[src/rtl/lsu_ctrl.sv]
// lsu_ctrl: RV32I load/store sequencer for a word-wide data memory.
// Misaligned accesses that straddle a word boundary are split into two cycles.
module lsu_ctrl #(
  parameter int unsigned N = 9
) (
  input  logic         i_clk,
  input  logic         i_reset,
  input  logic         i_req,
  input  logic         i_we,
  input  logic [2:0]   i_funct3,
  input  logic [31:0]  i_addr,
  input  logic [31:0]  i_wdata,
  output logic         o_ready,
  output logic         o_valid,
  output logic [31:0]  o_rdata,
  output logic         o_err,
  output logic [N-1:0] o_mem_addr,
  output logic [31:0]  o_mem_wdata,
  output logic [3:0]   o_mem_bmask,
  output logic         o_mem_wren,
  input  logic [31:0]  i_mem_rdata
);

  typedef enum logic [1:0] {IDLE, ACC0, ACC1, DONE} state_t;

  state_t       r_state;
  state_t       w_next;

  logic         r_we;
  logic [2:0]   r_funct3;
  logic [1:0]   r_off;
  logic [N-1:0] r_w;
  logic [31:0]  r_wdata;
  logic [31:0]  r_rd0;
  logic [31:0]  r_rd1;
  logic         r_err;

  logic         w_accept;
  logic         w_req_legal;
  logic [2:0]   w_size;
  logic [3:0]   w_mask;
  logic         w_split;
  logic [7:0]   w_mask8;
  logic [63:0]  w_lane_data;
  logic [31:0]  w_raw;
  logic [31:0]  w_load;
  logic         w_unused;

  function automatic logic is_legal(input logic we, input logic [2:0] f3);
    if (we)
      return (f3 == 3'b000) || (f3 == 3'b001) || (f3 == 3'b010);
    return (f3 == 3'b000) || (f3 == 3'b001) || (f3 == 3'b010) ||
           (f3 == 3'b100) || (f3 == 3'b101);
  endfunction

  assign w_unused    = ^i_addr[31:N+2];
  assign w_accept    = (r_state == IDLE) && i_req;
  assign w_req_legal = is_legal(i_we, i_funct3);

  always_comb begin
    w_size = 3'd4;
    w_mask = 4'b1111;
    case (r_funct3[1:0])
      2'b00: begin
        w_size = 3'd1;
        w_mask = 4'b0001;
      end
      2'b01: begin
        w_size = 3'd2;
        w_mask = 4'b0011;
      end
      default: begin
        w_size = 3'd4;
        w_mask = 4'b1111;
      end
    endcase
  end

  assign w_split = ({1'b0, r_off} + w_size) > 3'd4;

  // One 8-lane / 64-bit shift covers both halves: low half goes to word w,
  // high half to word w+1, which equals the >>(4-off) form for the second cycle.
  assign w_mask8     = {4'b0000, w_mask} << r_off;
  assign w_lane_data = {32'b0, r_wdata} << {r_off, 3'b000};
  assign w_raw       = 32'({r_rd1, r_rd0} >> {r_off, 3'b000});

  always_comb begin
    w_load = w_raw;
    case (r_funct3)
      3'b000:  w_load = {{24{w_raw[7]}}, w_raw[7:0]};
      3'b001:  w_load = {{16{w_raw[15]}}, w_raw[15:0]};
      3'b100:  w_load = {24'b0, w_raw[7:0]};
      3'b101:  w_load = {16'b0, w_raw[15:0]};
      default: w_load = w_raw;
    endcase
  end

  always_ff @(posedge i_clk) begin
    if (i_reset)
      r_state <= IDLE;
    else
      r_state <= w_next;
  end

  always_comb begin
    w_next = r_state;
    case (r_state)
      IDLE: begin
        if (w_accept)
          w_next = w_req_legal ? ACC0 : DONE;
      end
      ACC0:    w_next = w_split ? ACC1 : DONE;
      ACC1:    w_next = DONE;
      DONE:    w_next = IDLE;
      default: w_next = IDLE;
    endcase
  end

  // rd1 is cleared on accept so a non-split load contributes nothing from it.
  always_ff @(posedge i_clk) begin
    if (i_reset) begin
      r_we     <= 1'b0;
      r_funct3 <= '0;
      r_off    <= '0;
      r_w      <= '0;
      r_wdata  <= '0;
      r_rd0    <= '0;
      r_rd1    <= '0;
      r_err    <= 1'b0;
    end else begin
      if (w_accept) begin
        r_we     <= i_we;
        r_funct3 <= i_funct3;
        r_off    <= i_addr[1:0];
        r_w      <= i_addr[N+1:2];
        r_wdata  <= i_wdata;
        r_rd0    <= '0;
        r_rd1    <= '0;
        r_err    <= ~w_req_legal;
      end
      if ((r_state == ACC0) && !r_we)
        r_rd0 <= i_mem_rdata;
      if ((r_state == ACC1) && !r_we)
        r_rd1 <= i_mem_rdata;
    end
  end

  always_comb begin
    o_ready     = 1'b0;
    o_valid     = 1'b0;
    o_rdata     = '0;
    o_err       = 1'b0;
    o_mem_addr  = '0;
    o_mem_wdata = '0;
    o_mem_bmask = '0;
    o_mem_wren  = 1'b0;
    case (r_state)
      IDLE: o_ready = 1'b1;
      ACC0: begin
        o_mem_addr  = r_w;
        o_mem_bmask = w_mask8[3:0];
        o_mem_wdata = w_lane_data[31:0];
        o_mem_wren  = r_we;
      end
      ACC1: begin
        o_mem_addr  = r_w + N'(1);
        o_mem_bmask = w_mask8[7:4];
        o_mem_wdata = w_lane_data[63:32];
        o_mem_wren  = r_we;
      end
      DONE: begin
        o_valid = 1'b1;
        o_err   = r_err;
        o_rdata = (!r_we && !r_err) ? w_load : '0;
      end
      default: ;
    endcase
  end

endmodule

[config.mk]
export PLATFORM = sky130hd
export DESIGN_NAME = lsu_ctrl
export DESIGN_NICKNAME = d
export VERILOG_FILES = /design/src/rtl/lsu_ctrl.sv
export SDC_FILE = /design/constraint.sdc
export NUM_CORES = 1
export LEC_CHECK = 0
export CAP_MARGIN = 40
export CORE_ASPECT_RATIO = 0.6
export CORE_MARGIN = 1
export CORE_UTILIZATION = 53
export CTS_BUF_LIST = sky130_fd_sc_hd__clkbuf_4
export CTS_CLUSTER_DIAMETER = 120
export CTS_CLUSTER_SIZE = 24
export DETAILED_ROUTE_END_ITERATION = 12
export PLACE_DENSITY = 0.95
export SLEW_MARGIN = 20
export SYNTH_ARGS = -nofsm -noshare
export SYNTH_HDL_FRONTEND = slang
export SYNTH_SLANG_ARGS = --single-unit
[constraint.sdc]
create_clock -name i_clk -period 4.9 [get_ports i_clk]
set_clock_uncertainty 0.05 [all_clocks]
set_input_delay 0.735 -clock i_clk [delete_from_list [all_inputs] [get_ports i_clk]]
set_output_delay 0.735 -clock i_clk [all_outputs]
set_load 0.01 [all_outputs]
==> flow_summary.json <==
{
  "hold_depth": 2,
  "critPathKind": "flop to output pin",
  "antennaDiodeCount": 0,
  "dieArea_um2": 12200,
  "worst_pin_slew_ns": 0.812,
  "placed_cell_area_um2": 7860,
  "yosysTopAreaCellShare_pct": 34.1,
  "dp_hpwl_mm": 13.8,
  "final_cell_mix": "161 x clkdlybuf4s50_1, 132 x nand2_1, 104 x dfxtp_1",
  "synth_nets": 932,
  "rr_endpoint": "r_state[0]$_SDFFE_PP0P_",
  "status": "finished, final reports clean",
  "synthCells": 821,
  "yosys.area.top_type": "dfxtp_1",
  "finalWeightedCongestion": 0.936,
  "rsz0062_at_grt": "false",
  "ctsHoldBuffers": 0,
  "initialDrtViolationCount": 863,
  "hold-path-endpoint": "r_funct3[2]$_SDFFE_PP0P_",
  "finish.instance_area_um2": 8000,
  "port_buffers": 162,
  "cts.sinks": 106,
  "finalCritPeriodShare_pct": 89.8,
  "cts_buffers": 9,
  "routedWlPerCell_um": 17.9,
  "crit_path_end_kind": "output pin",
  "htreeDepth": 3,
  "fp-row-count": 30,
  "critPathLaunchType": "flop",
  "fin_nets": 1041,
  "grt_max_degree": 73,
  "cp.arrival_ns": 3.61,
  "vias": 6616,
  "maxSlewViolCount": 0,
  "max_freq_ghz": 0.227,
  "viasPerCell": 6.04,
  "grt_pass1_wl_mm": 30.5,
  "reg2reg_depth": 6,
  "slew_headroom_pct": 45.9,
  "r2r_start": "r_off[1]$_SDFFE_PP0P_",
  "final_common_cell": "clkdlybuf4s50_1",
  "die_y_um": 85.9,
  "path_max_fanout": 18,
  "synth.area.top_cells": "dfxtp_1 34%, mux2i_1 9.3%, nand2_1 8.0%",
  "post_cts_resized": 0,
  "synth_area_um2": 6220,
  "clockBufferDepth": 2,
  "p_leak_nw": 2.69,
  "die_w_um": 142,
  "cts_tree": "done",
  "fillers": 925,
  "track_usage_pct": 31.8,
  "ir_drop_uv": 272,
  "cap_violations": 0,
  "cts_setup_buffers": 0,
  "required_ns": 4.12,
  "wirelength_mm": 19.6,
  "grt_pass1_vias": 5731,
  "clkTransAtPathRegs_ns": 0.17,
  "ys_ff_latch": 106,
  "clock_latency_ns": 0.46,
  "antenna_found_initial": 1,
  "hp-start": "r_funct3[2]$_SDFFE_PP0P_",
  "setup_viol": 0,
  "area_growth_pct": 28.6,
  "ios": 184,
  "synth_cell_type_count": 42,
  "drtAntennaViolNets": 0,
  "root_buffer": "clkbuf_4",
  "synth_area_per_cell_um2": 7.58,
  "timing.reg2reg.setup_slack_ns": 2.55,
  "setup_tns_ns": 0,
  "period_needed_ns": 4.40,
  "start_util_pct": 54.7,
  "drtPass1Iterations": 5,
  "drc_errors": 0,
  "seq_area_frac_synth_pct": 34.1,
  "hp-class": "flop to flop",
  "power.density_nw_per_um2": 400,
  "drive_gt1_share_pct": 7.17,
  "grt_overflow": 0,
  "synth.yosys.warnings": 0,
  "hold_viol": 0,
  "coreArea_um2": 11400
}
-- worst max path at each step --
stage                                  startpoint          end  slack [ns]  cells past startpoint
final                     r_state[0]$_SDFFE_PP0P_  o_rdata[20]        0.50                      6
after detailed placement  r_state[0]$_SDFFE_PP0P_  o_rdata[20]        1.06                      6
after floorplan           r_state[0]$_SDFFE_PP0P_  o_rdata[21]        2.15                      7
after global routing      r_state[1]$_SDFFE_PP0P_  o_rdata[20]        0.38                      6
after global placement    r_state[0]$_SDFFE_PP0P_  o_rdata[18]        1.17                      6
after CTS                 r_state[1]$_SDFFE_PP0P_  o_rdata[20]        0.55                      6
-- flip-flops by register name (all words and copies together), names as in the netlist --
signal and flops:
r_rd1 24, r_off 2, r_wdata 32, r_state 2
r_we 1, r_rd0 32, r_funct3 3, r_w 9
r_err 1
-- synth_stat cells (all sizes together) --
cell type	count
buf	20
nand3	20
a21oi	83
nor2	96
xor2	1
nand2	132
a32o	1
mux2i	58
nor3	2
a31oi	4
and2	15
o31ai	3
o21ai	35
xnor2	2
o41ai	1
nor2b	26
clkbuf	59
fa	1
nand2b	2
nor3b	1
and3	3
a21boi	1
or3b	1
or2	1
dfxtp	106
a32oi	1
nand4	2
ha	7
o22ai	10
a2111o	1
o211a	1
o21ba	1
inv	8
a211oi	26
a22o	7
a22oi	62
or3	3
mux2	18
-- per-layer routing --
metal	wire length, µm	vias to the layer above	part of all wire (%)	track usage, %
li1	-	3093	-	-
met1	8790	3071	45	47.7
met2	8100	418	41	44.5
met3	2380	32	12	9.10
met4	268	2	1.4	6.55
met5	14	-	0.072	0
-- cell type report --
type	instances	area (µm²)	area share (%)
multi-input combinational	628	3760	47.0
tap	160	200	2.50
clock inverter	6	50.0	0.625
clock buffer	10	75.1	0.938
sequential	106	2130	26.6
timing repair buffer	177	1760	22.0
inverter	8	30.0	0.375
-- cell families after synthesis --
| group | synth area share (%) |
|---|---|
| and+or+nand+nor | 21.0 |
| buffers and inverters | 5.63 |
| muxes | 12.6 |
| DFF | 34.1 |
| xor gates and xnor gates | 0.422 |
| adders and majority gates | 1.73 |
| AOI/OAI and AO/OA | 24.5 |
-- report_power, final --
group	leakage (nW)	internal, mW	switching, mW
Clock	0.0689	0.117	0.309
Combinational	1.75	0.615	0.904
Sequential	0.866	1.03	0.224
Total	2.69	1.76	1.44
-- through the flow --
step                      setup slack (ns)  std cells  total power [mW]  hold slack [ns]  utilization [%]
after floorplan                       2.15        821              2.23            0.391                -
after global placement                1.17       1077              2.68            0.406             68.9
after detailed placement              1.06       1078              2.73            0.414             69.1
after CTS                            0.547       1094              3.15            0.433             70.2
after global routing                 0.380       1095              3.40            0.472             70.4
final                                0.501       1095              3.20            0.437             70.4
-- critical path, cell delays in order (launching register included) --
cell and delay [ns]:
dfxtp_1 0.43, ha_1 0.21, or3b_1 0.67, or3_1 0.42, a2111o_1 0.60, o21ai_0 0.22, clkdlybuf4s50_1 0.61
No activity file was read; power rests on OpenSTA's default activity.
